File: config.mk
export PLATFORM = sky130hd
export DESIGN_NAME = sign_mag_accum_ctrl
export DESIGN_NICKNAME = d
export VERILOG_FILES = /design/src/rtl/sign_mag_accum_ctrl.sv
export SDC_FILE = /design/constraint.sdc
export NUM_CORES = 1
export LEC_CHECK = 0
export CAP_MARGIN = 20
export CORE_MARGIN = 3
export CORE_UTILIZATION = 44
export CTS_BUF_LIST = sky130_fd_sc_hd__clkbuf_8 sky130_fd_sc_hd__clkbuf_16
export DETAILED_ROUTE_END_ITERATION = 10
export PLACE_DENSITY = 0.76
export SETUP_SLACK_MARGIN = 0.05
export SLEW_MARGIN = 20
export SYNTH_ARGS = -nofsm -noshare
export SYNTH_HDL_FRONTEND = slang
export SYNTH_SLANG_ARGS = --single-unit
File: constraint.sdc
create_clock -name clk -period 1.95 [get_ports clk]
set_input_delay 0.195 -clock clk [delete_from_list [all_inputs] [get_ports clk]]
set_output_delay 0.195 -clock clk [all_outputs]
set_load 0.02 [all_outputs]
File: src/rtl/sign_mag_accum_ctrl.sv
// Sequencer that sums a run of sign-magnitude ROM words through an external adder.
// It uses a saturating accumulator with a sticky per-run overflow flag.
module sign_mag_accum_ctrl #(
  parameter int N      = 4,
  parameter int ADDR_W = 8
) (
  input  logic              clk,
  input  logic              reset,
  input  logic              start,
  input  logic [ADDR_W-1:0] base_addr,
  input  logic [ADDR_W-1:0] len,
  output logic              busy,
  output logic              done,
  output logic [N-1:0]      result,
  output logic              overflow,
  output logic [ADDR_W-1:0] rom_addr,
  input  logic [N-1:0]      rom_data,
  output logic [N-1:0]      add_a,
  output logic [N-1:0]      add_b,
  input  logic [N-1:0]      add_sum
);

  localparam logic [1:0] IDLE  = 2'd0;
  localparam logic [1:0] FETCH = 2'd1;
  localparam logic [1:0] ACC   = 2'd2;
  localparam logic [1:0] DONE  = 2'd3;

  localparam logic [N-1:0] MAG_MAX = {1'b0, {(N-1){1'b1}}};

  logic [1:0]        state_q, state_d;
  logic [ADDR_W-1:0] base_q, base_d;
  logic [ADDR_W-1:0] len_q, len_d;
  logic [ADDR_W-1:0] idx_q, idx_d;
  logic [ADDR_W-1:0] addr_q, addr_d;
  logic [N-1:0]      acc_q, acc_d;
  logic [N-1:0]      result_q, result_d;
  logic              ovf_q, ovf_d;

  logic              acc_neg;
  logic              data_neg;
  logic              sat;
  logic [N-1:0]      mag_sum;
  logic [N-1:0]      sum_norm;
  logic [N-1:0]      next_acc;

  // The address is presented combinationally in FETCH so the registered ROM
  // delivers the word during ACC; outside FETCH the last address is held.
  assign rom_addr = (state_q == FETCH) ? (base_q + idx_q) : addr_q;
  assign addr_d   = rom_addr;
  assign add_a    = acc_q;
  assign add_b    = (state_q == ACC) ? rom_data : '0;
  assign busy     = (state_q != IDLE);
  assign done     = (state_q == DONE);
  assign result   = result_q;
  assign overflow = ovf_q;

  // A -0 word counts as positive; acc never holds -0, so its sign bit is exact.
  always_comb begin
    acc_neg  = acc_q[N-1];
    data_neg = rom_data[N-1] & (|rom_data[N-2:0]);
    mag_sum  = {1'b0, acc_q[N-2:0]} + {1'b0, rom_data[N-2:0]};
    sat      = (acc_neg == data_neg) && (mag_sum > MAG_MAX);
    sum_norm = (add_sum[N-2:0] == '0) ? '0 : add_sum;
    next_acc = sat ? {acc_neg, {(N-1){1'b1}}} : sum_norm;
  end

  always_comb begin
    state_d  = state_q;
    base_d   = base_q;
    len_d    = len_q;
    idx_d    = idx_q;
    acc_d    = acc_q;
    ovf_d    = ovf_q;
    result_d = result_q;
    case (state_q)
      IDLE: begin
        if (start) begin
          base_d = base_addr;
          len_d  = len;
          idx_d  = '0;
          acc_d  = '0;
          ovf_d  = 1'b0;
          if (len != '0) begin
            state_d = FETCH;
          end else begin
            state_d  = DONE;
            result_d = '0;
          end
        end
      end
      FETCH: begin
        state_d = ACC;
      end
      ACC: begin
        acc_d = next_acc;
        idx_d = idx_q + ADDR_W'(1);
        if (sat) begin
          ovf_d = 1'b1;
        end
        // Result is captured on entry to DONE so it is valid with the pulse.
        if (idx_q == len_q - ADDR_W'(1)) begin
          state_d  = DONE;
          result_d = next_acc;
        end else begin
          state_d = FETCH;
        end
      end
      DONE: begin
        state_d = IDLE;
      end
      default: begin
        state_d = IDLE;
      end
    endcase
  end

  always_ff @(posedge clk or posedge reset) begin
    if (reset) begin
      state_q  <= IDLE;
      base_q   <= '0;
      len_q    <= '0;
      idx_q    <= '0;
      addr_q   <= '0;
      acc_q    <= '0;
      result_q <= '0;
      ovf_q    <= 1'b0;
    end else begin
      state_q  <= state_d;
      base_q   <= base_d;
      len_q    <= len_d;
      idx_q    <= idx_d;
      addr_q   <= addr_d;
      acc_q    <= acc_d;
      result_q <= result_d;
      ovf_q    <= ovf_d;
    end
  end

endmodule

==> impl_metrics.toml <==
[outcome]
status = "finished with violations"
failed_checks = "negative setup slack"

[floorplan]
floorplan.initialDensity_pct = 46.2
io-pin-count = 50
design.die.area_um2 = 6380
floorplan.core_area_um2 = 5200
placementRows = 26
die_height_um = 79.9
dieWidth_um = 79.9

[logic_synthesis]
syn-instance-count = 231
yosysUniqueCellTypes = 46
synth_top_area_share_pct = 44.8
async_flop_share_pct = 100
post-synth-top-area-cell = "sky130_fd_sc_hd__dfrtp_1"
yosysWarnings = 0
synth_fp_nets = 271
ys.flop_type = "sky130_fd_sc_hd__dfrtp_1"
synth_sequential_area_ratio_pct = 44.8
synth.cell_area_um2 = 2400
top_cells_by_area_in_the_synthesized_netlist = "sky130_fd_sc_hd__dfrtp_1, sky130_fd_sc_hd__mux2_1, sky130_fd_sc_hd__ha_1, sky130_fd_sc_hd__nand2_1, sky130_fd_sc_hd__xor2_1"
edff_count_synth = 0
synth.avg_cell_area_um2 = 10.4
postSynthRegisterBits = 43

[cells_and_area]
insertedDiodeCount = 0
drive_gt1_share_pct = 34.3
area_growth_syn_to_layout_pct = 50.5
nets = 369
layout.cells.most_common_list = "sky130_fd_sc_hd__buf_4, sky130_fd_sc_hd__dfrtp_1, sky130_fd_sc_hd__clkdlybuf4s50_1"
mostFrequentLayoutCell = "sky130_fd_sc_hd__buf_4"

[detailed_routing]
detail_route.wl_per_cell_um = 14.6
route.antenna.remaining_nets = 0
dr.pass1.iters = 4
avgViaCountPerCell = 5.26
routed_wirelength_um = 5810
drt_first_iter_violations = 56
drcViolationCount = 0
detailroute.via_count = 2099

[timing]
fmax_mhz = 414
setup_viol_count_final = 9
setup_ws_ns = -0.465
setup_tns_ns = -1.96
rsz0062_at_grt = "true"
skew_ns = 0.00649
timing_hold_violations_final = 0
maxSlewHeadroom_pct = 61.6
final_period_minus_worst_setup_slack_ns = 2.42
final.period_utilization_pct = 124
worstMarginPinSlew_ns = 0.576
timing_max_transition_violations_final = 0

[grt]
gr-usage-all-layers_pct = 19.1
grt_pass1_vias = 2070
number_of_antenna_violations_at_the_first_check_in_global_routing = 0
grt_overflow = 0
grt_max_degree = 44
grt_pass1_wl_um = 9580

[power]
power.sequential.fraction_pct = 26.9
power.ir.vdd_worst_v = 0.000909
cell_internal_pwr_mw = 3.40
power_frac_clock_pct = 11.7
power.share.switching_pct = 40.3
total_leakage_power_nw = 1.68
power_density_nw_per_um2 = 1570
power_frac_comb_pct = 61.4
p_sw_mw = 2.29

[cts]
clockRootBuffer = "sky130_fd_sc_hd__clkbuf_8"
cts.sink_count = 43
clock_tree.htree_level_count = 2
tritoncts = "built"
clkLatencyLatePin_ns = 0.30
hold_buffers = 0
cts-buffers-inserted = 5
clk_pin_slew_ns = 0.08
clockBufferDepth = 2

[worst_setup_path]
crit_path_max_incr_delay_ns = 0.40
crit_chain = "ha_2, inv_2, fa_2, nor2b_2, o21ai_2, a21oi_2, o21a_1, o21a_1, o31ai_4, buf_6"
reg2reg_setup_slack_ns = -0.10
crit_fanout = 2
r2r-end = "addr_q[4]"
crit_path_top_delay_cell = "sky130_fd_sc_hd__dfrtp_1"
setup.worst_path.start_class = "register"
cp_data_required_time_ns = 1.75
worstSetupEndpointType = "output pin"
crit_path_frequent_cell = "sky130_fd_sc_hd__o21a_1"
crit_path_kind = "reg -> out"
timing.rr.start = "base_q[0]"
timing.reg2reg.worst_path_depth = 12
critical_path_arrival_ns = 2.22

[min_path]
min-delay-path-class = "in -> async"

[placed_design]
dp_hpwl_um = 4180
port-buffer-count = 49
gp_congestion = 0.770
pre_cts_ws_ns = -0.639

[run]
max_cap_viol_count = 0
[how the worst max path moves through the flow]
stage,from,endpoint,slack (ns),depth (start not counted)
after floorplan,idx_q[0],rom_addr[6],-0.14,9
after global placement,idx_q[0],rom_addr[6],-0.58,10
after detailed placement,base_q[0],rom_addr[6],-0.64,10
after CTS,base_q[0],rom_addr[6],-0.48,10
after global routing,base_q[0],rom_addr[6],-0.57,10
final,base_q[0],rom_addr[6],-0.47,10
[worst max-delay path: cells and delay by family (launching register included)]
| kind | cells | cell delay (ns) |
|---|---|---|
| AOI/OAI and AO/OA | 5 | 0.88 |
| buffers and inverters | 2 | 0.21 |
| and+or+nand+nor | 1 | 0.05 |
| DFF | 1 | 0.40 |
| adders and majority gates | 2 | 0.40 |
[state kept, by name, indices dropped and copies added (netlist names)]
| signal | count |
|---|---|
| addr_q | 8 |
| overflow | 1 |
| base_q | 8 |
| result | 4 |
| idx_q | 8 |
| add_a | 4 |
| len_q | 8 |
| state_q | 2 |
[layout make-up]
cell class	count	area (µm²)
Clock buffer	5	68.8
Clock inverter	2	33.8
Fill cell	396	1590
Inverter	12	45.0
Multi-Input combinational cell	170	1440
Sequential cell	43	1080
Tap cell	70	87.6
Timing Repair Buffer	97	862
[metrics by stage]
step	instances	instance area, µm²	hold slack, ns	total power [mW]	utilization (%)
finish	399	3610	0.334	5.69	69.4
global placement	379	3290	0.450	4.46	63.2
global route	399	3610	0.415	6.08	69.4
floorplan	231	2460	0.327	3.30	-
detailed placement	379	3290	0.462	4.55	63.2
CTS	393	3500	0.359	5.47	67.2
[synth_stat cells, types with 2 or more instances]
cell	count
sky130_fd_sc_hd__nor2b_1	2
sky130_fd_sc_hd__nand2b_1	3
sky130_fd_sc_hd__and2_1	5
sky130_fd_sc_hd__o21a_1	2
sky130_fd_sc_hd__xnor2_1	7
sky130_fd_sc_hd__ha_1	12
sky130_fd_sc_hd__inv_1	11
sky130_fd_sc_hd__mux2_2	5
sky130_fd_sc_hd__mux2_1	14
sky130_fd_sc_hd__a21o_1	4
sky130_fd_sc_hd__xor2_1	9
sky130_fd_sc_hd__o2bb2ai_1	2
sky130_fd_sc_hd__nand2_1	21
sky130_fd_sc_hd__nor3_2	2
sky130_fd_sc_hd__nor3_1	3
sky130_fd_sc_hd__a21oi_1	7
sky130_fd_sc_hd__nor2_1	16
sky130_fd_sc_hd__nand3_1	10
sky130_fd_sc_hd__nor4_1	3
sky130_fd_sc_hd__clkbuf_1	5
sky130_fd_sc_hd__o21ai_1	7
sky130_fd_sc_hd__o21ai_0	12
sky130_fd_sc_hd__dfrtp_1	43
sky130_fd_sc_hd__o31ai_1	4
[timing repair]
action,in CTS,in global routing
endpoints found under the setup margin,17,19
resized for setup,61,21
buffers inserted,7,7
pin swaps,13,20
[power by group through the flow]
stage          logic [mW]  clock network [mW]  registers, mW
2_1_floorplan        1.73                   0           1.56
3_3_place_gp         2.95                   0           1.51
3_5_place_dp         3.03                   0           1.52
4_1_cts              3.27               0.679           1.52
5_1_grt              3.77               0.726           1.58
6_report             3.49               0.666           1.53
[metal layers]
metal,global-route usage [%],vias to the layer above,wire [µm]
met5,0,-,0
met4,6.93,0,104
met3,3.39,10,196
met2,34.1,40,3050
met1,22.8,1032,2460
li1,-,1017,-
[cell families (layout without fill, tap and decap cells)]
family	after synthesis	count (layout)	synth area share (%)
and+or+nand+nor	72	72	15.9
AOI/OAI and AO/OA	50	50	14.4
DFF	43	43	44.8
muxes	19	19	8.91
buffers and inverters	18	116	3.12
xor gates and xnor gates	16	16	5.83
adders and majority gates	13	13	7.08
Note: power is estimated with default switching activity, not from simulation.
